### config.mk
export PLATFORM = sky130hd
export DESIGN_NAME = serial_adder_ctrl
export DESIGN_NICKNAME = d
export VERILOG_FILES = /design/src/rtl/serial_adder_ctrl.sv
export SDC_FILE = /design/constraint.sdc
export NUM_CORES = 1
export LEC_CHECK = 0
export ABC_CLOCK_PERIOD_IN_PS = 3850
export BUFFER_PORTS_ARGS = -buffer_cell sky130_fd_sc_hd__buf_2
export CORE_MARGIN = 2
export CORE_UTILIZATION = 45
export DETAILED_ROUTE_END_ITERATION = 7
export GPL_TIMING_DRIVEN = 0
export PLACE_DENSITY = 0.63
export SLEW_MARGIN = 25
export SYNTH_ARGS = -nofsm -noshare
export SYNTH_HDL_FRONTEND = slang
export SYNTH_SLANG_ARGS = --single-unit
### constraint.sdc
create_clock -name clk -period 3.85 [get_ports clk]
set_input_delay 0.385 -clock clk [delete_from_list [all_inputs] [get_ports clk]]
set_output_delay 0.385 -clock clk [all_outputs]
set_load 0.005 [all_outputs]
### src/rtl/serial_adder_ctrl.sv
// rtl/serial_adder_ctrl.sv - bit-serial adder controller over valid/ready handshakes
//
// Purpose:
//    Accepts two WIDTH-bit operands, adds them LSB-first one bit per cycle
//    through a single full_adder and a carry flop, then presents the
//    registered WIDTH-bit sum and carry-out until the consumer takes them.
//
// Optional feature macro: SERIAL_ADDER_SUB_EN
//    When defined, adds input `sub`. With sub=1, b is inverted at latch time
//    and the carry flop is loaded with 1, giving sum = a - b and cout = 1 for
//    no borrow.
//
// Ports:
//    clk        in   1      clock, rising edge
//    rst_n      in   1      asynchronous active-low reset
//    in_valid   in   1      operands valid
//    in_ready   out  1      high only in IDLE
//    a, b       in   WIDTH  operands
//    cin        in   1      carry into bit 0
//    sub        in   1      subtract select (SERIAL_ADDER_SUB_EN only)
//    out_valid  out  1      high only in DONE
//    out_ready  in   1      consumer accepts result
//    sum        out  WIDTH  registered result
//    cout       out  1      registered carry out of bit WIDTH-1
//    busy       out  1      high while in BUSY

module half_adder (
   input  logic a,
   input  logic b,
   output logic s,
   output logic c
);
   assign s = a ^ b;
   assign c = a & b;
endmodule

module full_adder (
   input  logic a,
   input  logic b,
   input  logic ci,
   output logic s,
   output logic co
);
   logic s1;
   logic c1;
   logic c2;

   half_adder u_ha0 (.a(a),  .b(b),  .s(s1), .c(c1));
   half_adder u_ha1 (.a(s1), .b(ci), .s(s),  .c(c2));

   assign co = c1 | c2;
endmodule

module serial_adder_ctrl #(
   parameter int WIDTH = 8
) (
   input  logic             clk,
   input  logic             rst_n,
   input  logic             in_valid,
   output logic             in_ready,
   input  logic [WIDTH-1:0] a,
   input  logic [WIDTH-1:0] b,
   input  logic             cin,
`ifdef SERIAL_ADDER_SUB_EN
   input  logic             sub,
`endif
   output logic             out_valid,
   input  logic             out_ready,
   output logic [WIDTH-1:0] sum,
   output logic             cout,
   output logic             busy
);

   localparam int CW = (WIDTH > 1) ? $clog2(WIDTH) : 1;

   typedef enum logic [1:0] {
      S_IDLE = 2'd0,
      S_BUSY = 2'd1,
      S_DONE = 2'd2
   } state_t;

   state_t           state_q, state_d;
   logic [WIDTH-1:0] a_sh_q, a_sh_d;
   logic [WIDTH-1:0] b_sh_q, b_sh_d;
   logic [WIDTH-1:0] sum_sh_q, sum_sh_d;
   logic [WIDTH-1:0] sum_q, sum_d;
   logic             carry_q, carry_d;
   logic             cout_q, cout_d;
   logic [CW-1:0]    cnt_q, cnt_d;

   logic             fa_s;
   logic             fa_co;
   logic [WIDTH-1:0] sum_shifted;
   logic             last_bit;
   logic [WIDTH-1:0] b_load;
   logic             carry_load;

   full_adder u_fa (
      .a  (a_sh_q[0]),
      .b  (b_sh_q[0]),
      .ci (carry_q),
      .s  (fa_s),
      .co (fa_co)
   );

   // New sum bit enters at the MSB end; after WIDTH shifts bit 0 lands at LSB.
   // Written as shift/or so WIDTH=1 needs no special slicing.
   assign sum_shifted = (sum_sh_q >> 1) | (WIDTH'(fa_s) << (WIDTH - 1));
   assign last_bit    = (cnt_q == CW'(WIDTH - 1));

`ifdef SERIAL_ADDER_SUB_EN
   // Two's-complement subtract: a + ~b + 1; cin is ignored when sub=1.
   assign b_load     = sub ? ~b : b;
   assign carry_load = sub | cin;
`else
   assign b_load     = b;
   assign carry_load = cin;
`endif

   always_comb begin
      state_d  = state_q;
      a_sh_d   = a_sh_q;
      b_sh_d   = b_sh_q;
      sum_sh_d = sum_sh_q;
      sum_d    = sum_q;
      carry_d  = carry_q;
      cout_d   = cout_q;
      cnt_d    = cnt_q;

      case (state_q)
         S_IDLE: begin
            if (in_valid) begin
               a_sh_d  = a;
               b_sh_d  = b_load;
               carry_d = carry_load;
               cnt_d   = '0;
               state_d = S_BUSY;
            end
         end
         S_BUSY: begin
            sum_sh_d = sum_shifted;
            carry_d  = fa_co;
            a_sh_d   = a_sh_q >> 1;
            b_sh_d   = b_sh_q >> 1;
            if (last_bit) begin
               // Counter holds on the last bit so it never wraps when WIDTH is a power of two.
               state_d = S_DONE;
               sum_d   = sum_shifted;
               cout_d  = fa_co;
            end else begin
               cnt_d = cnt_q + 1'b1;
            end
         end
         S_DONE: begin
            if (out_ready) begin
               state_d = S_IDLE;
            end
         end
         default: begin
            state_d = S_IDLE;
         end
      endcase
   end

   always_ff @(posedge clk or negedge rst_n) begin
      if (!rst_n) begin
         state_q  <= S_IDLE;
         a_sh_q   <= '0;
         b_sh_q   <= '0;
         sum_sh_q <= '0;
         sum_q    <= '0;
         carry_q  <= 1'b0;
         cout_q   <= 1'b0;
         cnt_q    <= '0;
      end else begin
         state_q  <= state_d;
         a_sh_q   <= a_sh_d;
         b_sh_q   <= b_sh_d;
         sum_sh_q <= sum_sh_d;
         sum_q    <= sum_d;
         carry_q  <= carry_d;
         cout_q   <= cout_d;
         cnt_q    <= cnt_d;
      end
   end

   assign in_ready  = (state_q == S_IDLE);
   assign busy      = (state_q == S_BUSY);
   assign out_valid = (state_q == S_DONE);
   assign sum       = sum_q;
   assign cout      = cout_q;

endmodule

## Word level (Yosys, flattened, before mapping)

Cells that the tools add are included.

| storage, ports and cells | value |
|---|---|
| flip-flop bits (word level) | 39 |
| logic and storage cells | 41 |
| bits of input ports | 21 |

| operators by class | value |
|---|---|
| add/sub/neg operators | 1 |
| mux-type cells | 13 |
| bitwise gates (word level) | 6 |
| reduce and logical (&&, ||, !) cells | 6 |
| eq/ne operators | 7 |

Operators by type and width:

| kind | number |
|---|---|
| case mux 8 bit (2 select lines) | 2 |
| 2-to-1 mux 8 bit | 2 |
| OR 7 x 8 -> 8 bit | 1 |
| 2-to-1 mux 2 bit | 3 |
| 2-to-1 mux 3 bit | 2 |
| case mux 2 bit (3 select lines) | 1 |
| case mux 3 bit (2 select lines) | 1 |
| AND reduction 3 bit | 2 |
| inequality test 2 x 1 -> 1 bit, second input constant | 2 |
| inequality test 2 bit, second input constant | 2 |
| AND reduction 2 bit | 2 |
| adder 3 x 1 -> 3 bit, second input constant | 1 |
| equality test 3 bit, second input constant | 1 |
| AND 1 bit | 2 |
| equality test 2 x 1 -> 1 bit, second input constant | 1 |
| equality test 2 bit, second input constant | 1 |
| logical NOT 2 bit | 1 |
| case mux 1 bit (2 select lines) | 1 |
| nonzero test 2 bit | 1 |
| XOR 1 bit | 2 |
| 2-to-1 mux 1 bit | 1 |
| OR 1 bit | 1 |

## Logic depth before layout (Yosys ltp)

Gate-level depths: netlist of run 1.

| depth | value |
|---|---|
| depth in word-level cells | 4 |
| gate-level depth with buffers | 5 |

## By module

A second synthesis of run 1 with hierarchy kept.

| second synthesis, totals | value |
|---|---|
| cells, all modules | 159 |
| area, all modules | 1734.2 sq um |

Modules (own cells, without submodules):

| module | area each (sq um) | cells each | times used |
|---|---|---|---|
| serial_adder_ctrl | 1702.9 | 156 | 1 |
| half_adder | 12.5 | 1 | 2 |
| full_adder | 6.3 | 1 | 1 |

## Least setup slack after synthesis of run 1

No wires, ideal clock.

| timing | value |
|---|---|
| kind | flip-flop to flip-flop |
| from | register cnt_q[0] |
| to | register cout_q (netlist: cout) |
| arrival time | 1412 ps |
| slack | 2313 ps |
| cell stages (with the launch flop) | 6 |
| data required time | 3725 ps |
| period minus slack after synthesis | 1537 ps |
| path buffers | 1 |
| path through | dfrtp_1 > ha_1 > ha_1 > nand3b_1 > buf_2 > mux2_2 |

| on the way | value |
|---|---|
| cells in the longest elaborated chain, start to end | 2 |

Ends and longest elaborated chain:

| what | RTL line | text |
|---|---|---|
| start, declared | 89 | `logic [CW-1:0] cnt_q, cnt_d;` |
| start signal, assigned | 183 | `cnt_q <= cnt_d;` |
| equality test 3 bit | 109 | `assign last_bit = (cnt_q == CW'(WIDTH - 1));` |
| AND reduction 2 bit (no source line) | -- |  |
| end signal, assigned | 182 | `cout_q <= cout_d;` |
| end, declared | 88 | `logic cout_q, cout_d;` |

Every way passes these cells.
A chain may end at the register's enable or synchronous reset.

## Worst setup path after layout of run 1

| timing | value |
|---|---|
| from | register state_q[1] |
| to | output in_ready |

| on the way | value |
|---|---|
| cells in the longest elaborated chain, start to end | 1 |

Ends and longest elaborated chain:

| what | RTL line | text |
|---|---|---|
| start, declared | 82 | `state_t state_q, state_d;` |
| start signal, assigned | 176 | `state_q <= state_d;` |
| logical NOT 2 bit | 187 | `assign in_ready = (state_q == S_IDLE);` |
| end, declared | 60 | `output logic in_ready,` |

Every way passes these cells.

==> flow_results.org, run 1 <==
** Timing
- Setup violations, final :: 0
- Setup total negative slack :: 0 ns
- On the final layout, the worst clock skew is 0.00763 ns.
- Final number of max-transition violations :: 0
- Headroom to the max-slew limit :: 0.426
- Final hold violation count :: 0
- Time the final worst path needs with I/O delays and setup :: approximately 1.8 ns
- Worst-Margin Slew :: 0.861 ns
- Timing-limited maximum frequency :: 563 MHz
- RSZ-0062 raised after global routing :: no
- Post-route clock period utilization :: 0.462

** Clock tree
- CTS sink cnt :: 38
- H-tree levels :: 2
- Number of post-CTS setup repair buffers :: 0
- In this run, post-CTS repair resized a total of 0 instances.
- Clock-pin slew was measured on the worst setup and hold paths at ~0.08 ns.
- Worst-Skew Late Latency :: between 0.2 and 0.3 ns
- Clock tree from TritonCTS :: done
- In this run, CTS created clock tree buffers numbering 5.
- CTS placed an instance of sky130_fd_sc_hd__clkbuf_8 at the clock tree root.
- Hold repair after CTS inserted 0 buffers.
- Maximum count of clock buffers along a single path :: 2

** Critical path
- For the worst flop-to-flop path, the logic depth is 5.
- Buf+Inv Stages, Crit Path :: 3
- In this run the critical register-to-register path is launched from cnt_q[0]$_DFFE_PN0P_.
- Slowest CP cell :: sky130_fd_sc_hd__dfrtp_1
- Critical path type :: reg2out
- The worst setup path is launched from a register.
- The signal on the critical path passes through buf_6 > buf_4 > nor2_1 > buf_2.
- Data arrival at the endpoint of the critical path :: 1.39 ns
- CP delay by family, top :: buffers and inverters
- Peak fanout along the critical path :: 10
- Crit-path max cell delay :: between 0.4 and 0.5 ns
- Required time reported for the critical path endpoint :: about 3.5 ns
- Reg-to-reg endpoint :: sum[7]$_DFFE_PN0P_
- R2R setup slack :: roughly 2.2 ns
- The worst setup path is captured at an output pin.

** Floorplanning
- Effective utilization at floorplan :: 0.460
- Die footprint :: approximately 4600 um^2
- The floorplan has 23 rows.
- 33 I/O pins were placed.
- Horizontal die dimension :: between 60 and 70 um
- Placeable core area :: ~4000 um^2
- The floorplan step set the die height to between 60 and 70 um.

** Power and ir drop
- Cell internal power dissipation :: ~0.0011 W
- Of the total power, the share spent switching nets is 0.320.
- Share of total power in sequential cells :: 0.417
- The share of total power dissipated in the clock network is 0.197.
- Switching Power :: around 0.00054 W
- The worst-case IR drop observed on VDD is 0.371 mV.
- Static leakage power :: approximately 0.99 nW
- Of the total power, combinational logic draws 0.385.
- Power density over the cells :: 780 nW/um^2

** Worst hold path
- Worst min-delay path category :: in2async

** Placed design
- Number of instances in the placed design :: 227
- During placement, the flow inserted port buffers numbering 32.
- Detailed placement finished with a half-perimeter wire length of roughly 2600 um.
- Gpl congestion :: ~0.76

** Detailed routing
- Wire per inst :: ~16 um
- The routed layout has 1303 vias.
- After detailed routing, the total wire length is approximately 3700 um.
- Once detail routing completed, the nets flagged for antenna violations numbered 0.
- Dividing the detail-routed via count by the number of cells gives about 5.5.
- Detailed Route Iter0 Violations :: 64
- After detailed routing, the number of remaining DRC violations is 0.
- The first TritonRoute pass finished after 4 iterations.

** GRT
- Number of global-route vias before repair :: about 1400
- For this run the aggregate overflow at the end of global routing stands at 0.
- Pin count of the biggest net entering global routing :: 39
- Global-route wire length before repair :: roughly 6500 um
- The number of antenna violations at the first check in global routing was 0.
- Aggregate global-route resource usage :: 0.196

** Synthesis
- Each instance of the synthesized netlist takes up on average roughly 13 um^2.
- After technology mapping, the gate count stands at about 150.
- After synthesis the netlist holds a flip-flop and latch count of 38.
- Netlist area before placement :: 1810 um^2
- Yosys Warn Count :: 0
- Number of distinct standard cells referenced by the synthesized netlist :: 28
- Post-synthesis net count :: about 170
- For this run, the register share of the synthesized area comes to 0.524.

** Flow run
- Max Cap Violations :: 0

** Run status
- The run finished with clean final reports.

** Cells and area
- The multi-input combinational cells in the finished layout cover a total of 727 um^2.
- Counting the fill cells in the layout gives ~370.
- Area taken by flip-flops and latches :: roughly 950 um^2
- Syn-to-layout area delta :: 18.3%
- The top cell types in the final layout, fill and taps aside, are sky130_fd_sc_hd__buf_2, sky130_fd_sc_hd__dfrtp_1, sky130_fd_sc_hd__mux2_2, sky130_fd_sc_hd__inv_1, sky130_fd_sc_hd__nor3b_1.
- Net count of the finished layout :: between 200 and 250
- Final cell count without fillers :: 235
- Antenna diode instance count :: 0
- Leaving out fill and tap cells, the most frequent cell in the layout is sky130_fd_sc_hd__buf_2.
- Share of layout cells above drive strength 1 :: 0.422
registers in the layout (all words and copies together) (netlist names):
register,count
carry_q,1
cout,1
a_sh_q,8
b_sh_q,8
sum_sh_q,7
sum,8
cnt_q,3
state_q,2
power by group through the flow:
| stage | Clock (W) | Combinational, W | Sequential (W) |
|---|---|---|---|
| 2_1_floorplan | 0 | 0.000481 | 0.000683 |
| 3_3_place_gp | 0 | 0.000629 | 0.000697 |
| 3_5_place_dp | 0 | 0.000653 | 0.000709 |
| 4_1_cts | 0.000340 | 0.000657 | 0.000701 |
| 5_1_grt | 0.000356 | 0.000734 | 0.000727 |
| 6_report | 0.000330 | 0.000645 | 0.000698 |
worst register-to-register path, cell delays in order, from the launching register on:
cell	delay (ns)
sky130_fd_sc_hd__dfrtp_1	0.41
sky130_fd_sc_hd__ha_1	0.22
sky130_fd_sc_hd__ha_1	0.25
sky130_fd_sc_hd__nand3b_1	0.11
sky130_fd_sc_hd__buf_2	0.24
sky130_fd_sc_hd__mux2_2	0.37
Yosys cell counts (all sizes together):
| library cell | instances | share of area |
|---|---|---|
| dfrtp | 38 | 0.52 |
| o221a | 7 | 0.043 |
| nand3 | 3 | 0.0083 |
| and2 | 1 | 0.0035 |
| mux2 | 16 | 0.099 |
| buf | 12 | 0.046 |
| or2 | 1 | 0.0035 |
| or4b | 7 | 0.039 |
| nand2 | 2 | 0.0041 |
| o21ai | 1 | 0.0028 |
| nand2b | 5 | 0.017 |
| nor4b | 8 | 0.039 |
| a221o | 1 | 0.0055 |
| nor2 | 1 | 0.0021 |
| a21oi | 1 | 0.0028 |
| o21ba | 1 | 0.0055 |
| nand3b | 1 | 0.0041 |
| clkbuf | 1 | 0.0021 |
| inv | 13 | 0.027 |
| a32o | 1 | 0.0055 |
| ha | 2 | 0.014 |
| nor3b | 9 | 0.037 |
| a211oi | 8 | 0.033 |
| fa | 1 | 0.011 |
| o221ai | 3 | 0.014 |
| o21bai | 1 | 0.0062 |
cell type report:
class,count,area share
flip-flops and latches,38,0.443
plain buffers,13,0.0408
clock buffers,5,0.0321
repair buffers,32,0.0746
clock inverters,3,0.0187
multi-input cells,81,0.339
inverters,13,0.0227
well taps,50,0.0292
through the flow:
step	util	power [W]	worst slack [ns]	hold WS [ns]	area, um^2
floorplan	-	0.00116	2.31	0.0894	1810
finish	0.544	0.00167	2.07	0.203	2150
CTS	0.544	0.00170	2.06	0.224	2150
detailed placement	0.517	0.00136	2.13	0.488	2040
global placement	0.517	0.00133	2.19	0.477	2040
global route	0.544	0.00182	1.98	0.264	2150
layer usage:
layer	share of wire	wire, um	GRT usage
met1	0.43	1560	0.228
met2	0.51	1870	0.337
met3	0.049	180	0.0633
met4	0.014	50	0.0689
met5	0	0	0
cells by family after synthesis:
family	synth area share
adders and majority gates	0.0248
AOI/OAI and AO/OA	0.119
buffers and inverters	0.0752
and+or+nand+nor	0.157
muxes	0.0993
DFF	0.524
how the worst max path moves through the flow:
stage,startpoint,endpoint,slack [ns],depth (start not counted)
after floorplan,cnt_q[0]$_DFFE_PN0P_,cout$_DFFE_PN0P_,2.31,5
after detailed placement,cnt_q[0]$_DFFE_PN0P_,sum[5]$_DFFE_PN0P_,2.13,5
after global routing,state_q[1]$_DFFE_PN0P_,in_ready,1.98,4
after CTS,state_q[1]$_DFFE_PN0P_,in_ready,2.06,4
final,state_q[1]$_DFFE_PN0P_,in_ready,2.07,4
after global placement,cnt_q[0]$_DFFE_PN0P_,sum[7]$_DFFE_PN0P_,2.19,5
No activity file was read; power rests on OpenSTA's default activity.
==> inputs of run 2 (changes only) <==
--- a/config.mk
+++ b/config.mk
@@ -5,7 +5,7 @@
 export SDC_FILE = /design/constraint.sdc
 export NUM_CORES = 1
 export LEC_CHECK = 0
-export ABC_CLOCK_PERIOD_IN_PS = 3850
+export ABC_CLOCK_PERIOD_IN_PS = 1800
 export BUFFER_PORTS_ARGS = -buffer_cell sky130_fd_sc_hd__buf_2
 export CORE_MARGIN = 2
 export CORE_UTILIZATION = 45
==> constraint.sdc (replaced) <==
create_clock -name clk -period 1.8 [get_ports clk]
set_input_delay 0.18 -clock clk [delete_from_list [all_inputs] [get_ports clk]]
set_output_delay 0.18 -clock clk [all_outputs]
set_load 0.005 [all_outputs]
==> run 2 against run 1 <==
Compared with the run above:
- sequential power rose by 110%
- first-iteration DRC count did not move
- routed wire length decreased by 0.14%
- critical endpoint is now sum[7]$_DFFE_PN0P_
- largest power group unchanged
- combinational power rose by 110%
- the flow now finishes with violations (negative hold slack)
- sequential share of layout area shrank 0.052 points
- critical path depth grew 1
==> flow_results.org, run 2 (synthesized netlist as in run 1, its figures left out) <==
** Critical path
- Critical path type :: reg2reg
- Peak fanout along the critical path :: 10 (unchanged)
- Worst R2R Path Depth :: 5 (unchanged)
- Data arrival at the endpoint of the critical path :: 1.84 ns (+0.45 ns)
- Setup crit end kind :: register
- The required time of the critical path was 1.98 ns (-1.48 ns).
- The worst setup path is launched from a register.

** Worst hold path
- The tightest min-delay check is of the in2async type.

** Placed design
- Post-detail-place hpwl :: 2640 um (unchanged)
- The placer congestion estimate came to 0.764 (unchanged).
- The number of input and output port buffers inserted was 32 (unchanged).

** Detailed routing
- Max Used Layer :: met4
- Vias per std cell :: 5.55 (+0.15%)
- The total DRC errors in the routed layout is 0 (unchanged).
- The starting DRC count in detailed routing came to 64 (unchanged).
- Wire per inst :: 15.6 um (-0.14%)
- Met1 WL :: 1560 um (unchanged)
- The routed wire length on met2 is 1870 um (-0.11%).
- Met3 layer wire length in the routed design :: 178 um (-1.1%)
- The detailed-router iteration count before antenna repair was 4 (unchanged).
- Drt total wl :: 3660 um (-0.14%)
- Via total after detailed routing :: 1305 (+0.15%)
- The number of nets with antenna violations after routing was 0 (unchanged).

** Timing
- Worst-Margin Slew :: 0.861 ns (+0.0000400 ns)
- The final number of hold-violating endpoints is 1 (+1).
- Setup total negative slack :: 0 ns (unchanged)
- Headroom to the max-slew limit :: 0.426 (about the same)
- The worst clock skew on the final layout was 0.00763 ns (-0.0000000300 ns).
- Setup violations, final :: 0 (unchanged)
- Worst hold slack across all endpoints :: -0.00176 ns (-0.205 ns)
- Time the final worst path needs with I/O delays and setup :: around 1.7 ns
- Of the available clock period, the critical path in the final layout requires 0.925.
- Timing-limited maximum frequency :: about 600 MHz
- RSZ-0062 raised after global routing :: no
- The final number of max-transition violations came to 0 (unchanged).

** Power and ir drop
- The leakage power total was 0.992 nW (+0.20%).
- Power density over the cells :: 1670 nW/um^2 (+110%)
- Total power of the final layout :: 0.00358 W (+110%)
- The worst-case vdd ir drop was 0.794 mV (+110%).

** Cells and area
- The number of nets in the finished design is 208 (unchanged).
- Top library cells by usage in the layout, fill and taps aside :: sky130_fd_sc_hd__buf_2, sky130_fd_sc_hd__dfrtp_1, sky130_fd_sc_hd__mux2_2, sky130_fd_sc_hd__inv_1, sky130_fd_sc_hd__nor3b_1
- Syn-to-layout area delta :: 18.4%
- The fraction of final layout cells with drive strength greater than 1 is 0.422 (unchanged).
- Fraction of the core area covered by cells at the end of the flow :: 0.545 (+0.000634)
- The number of diodes is 0 (unchanged).

** GRT
- The overall routing resource usage was 0.196 (unchanged).
- The number of global-route vias before repair came to 1377 (unchanged).
- Pin count of the biggest net entering global routing :: 39 (unchanged)
- The number of antenna violations at the first check in global routing came to 0 (unchanged).
- The total global routing overflow came to 0 (unchanged).
- Global-route wire length before repair :: 6490 um (unchanged)

** Clock tree
- The number of buffers added by the clock tree synthesis step is 5 (unchanged).
- H-tree levels :: 2 (unchanged)
- CTS sink cnt :: 38 (unchanged)
- Clock tree root driver cell :: sky130_fd_sc_hd__clkbuf_8
- Maximum count of clock buffers along a single path :: 2 (unchanged)
- The clock transition at the register clock pins on the worst setup and hold paths after CTS was 0.08 ns (about the same).
- Worst-Skew Late Latency :: 0.29 ns (about the same)
- Clock tree from TritonCTS :: done
- The cts-stage hold buffer count is 0 (unchanged).

** Floorplanning
- The number of ports placed on the die boundary is 33 (unchanged).
- Placement Rows :: 23 (unchanged)
- Height of the die :: 67.5 um (unchanged)
- Horizontal die dimension :: 67.5 um (unchanged)
- The area of the die came to 4560 um^2 (unchanged).
- Effective utilization at floorplan :: 0.460 (unchanged)
- The area of the core region came to 3940 um^2 (unchanged).

** Run status
- Result of the run :: complete, but fails checks
- Violated checks :: negative hold slack

** Flow run
- Max Cap Violations :: 0 (unchanged)
## run 2: worst max-delay path: stages (launching register included)
cell                       delay, ns
sky130_fd_sc_hd__dfrtp_1        0.41
sky130_fd_sc_hd__ha_1           0.22
sky130_fd_sc_hd__ha_1           0.25
sky130_fd_sc_hd__nand3b_1       0.11
sky130_fd_sc_hd__clkbuf_4       0.22
sky130_fd_sc_hd__mux2_2         0.35
## run 2: worst paths after layout
kind                                    startpoint                      to  slack [ns]
max                           cnt_q[0]$_DFFE_PN0P_      sum[7]$_DFFE_PN0P_        0.14
min                                          rst_n   a_sh_q[1]$_DFFE_PN0P_      -0.002
max reg2reg                   cnt_q[0]$_DFFE_PN0P_      sum[7]$_DFFE_PN0P_        0.14
min reg2reg                sum_sh_q[1]$_DFFE_PN0N_      sum[0]$_DFFE_PN0P_        0.50
max in group asynchronous                    rst_n  state_q[0]$_DFFE_PN0P_        1.26
min in group clk                         out_ready  state_q[1]$_DFFE_PN0P_        0.11
## run 2: cell type report
| cell class | count | area, um^2 |
|---|---|---|
| Fill cell | 368 | 1790 |
| Sequential cell | 38 | 951 |
| Multi-Input combinational cell | 81 | 727 |
| Timing Repair Buffer | 32 | 160 |
| Buffer | 13 | 90.1 |
| Clock buffer | 5 | 68.8 |
| Tap cell | 50 | 62.6 |
| Inverter | 13 | 48.8 |
| Clock inverter | 3 | 40.0 |
## run 2: timing repair
action	4_1_cts	5_1_grt
resized for setup	0	1
setup buffers	0	0
endpoints found under the setup margin	0	4
## run 2: per-layer routing
metal	vias to the layer above	track usage
li1	616	-
met2	36	0.337
met5	-	0
met4	0	0.0689
met1	647	0.228
met3	6	0.0633
## run 2: through the flow
| step | area, um^2 | cells | setup slack [ns] |
|---|---|---|---|
| floorplan | 1810 | 145 | 0.263 |
| global placement | 2040 | 227 | 0.143 |
| detailed placement | 2040 | 227 | 0.0832 |
| CTS | 2150 | 235 | 0.0818 |
| global route | 2150 | 235 | 0.0432 |
| finish | 2150 | 235 | 0.136 |
## run 2: power breakdown
| group | internal, W | total, W | leakage [nW] | switching, W |
|---|---|---|---|---|
| Combinational | 0.000767 | 0.00138 | 0.484 | 0.000614 |
| Sequential | 0.00126 | 0.00149 | 0.450 | 0.000232 |
| Clock | 0.000408 | 0.000706 | 0.0579 | 0.000299 |
| Total | 0.00244 | 0.00358 | 0.992 | 0.00114 |
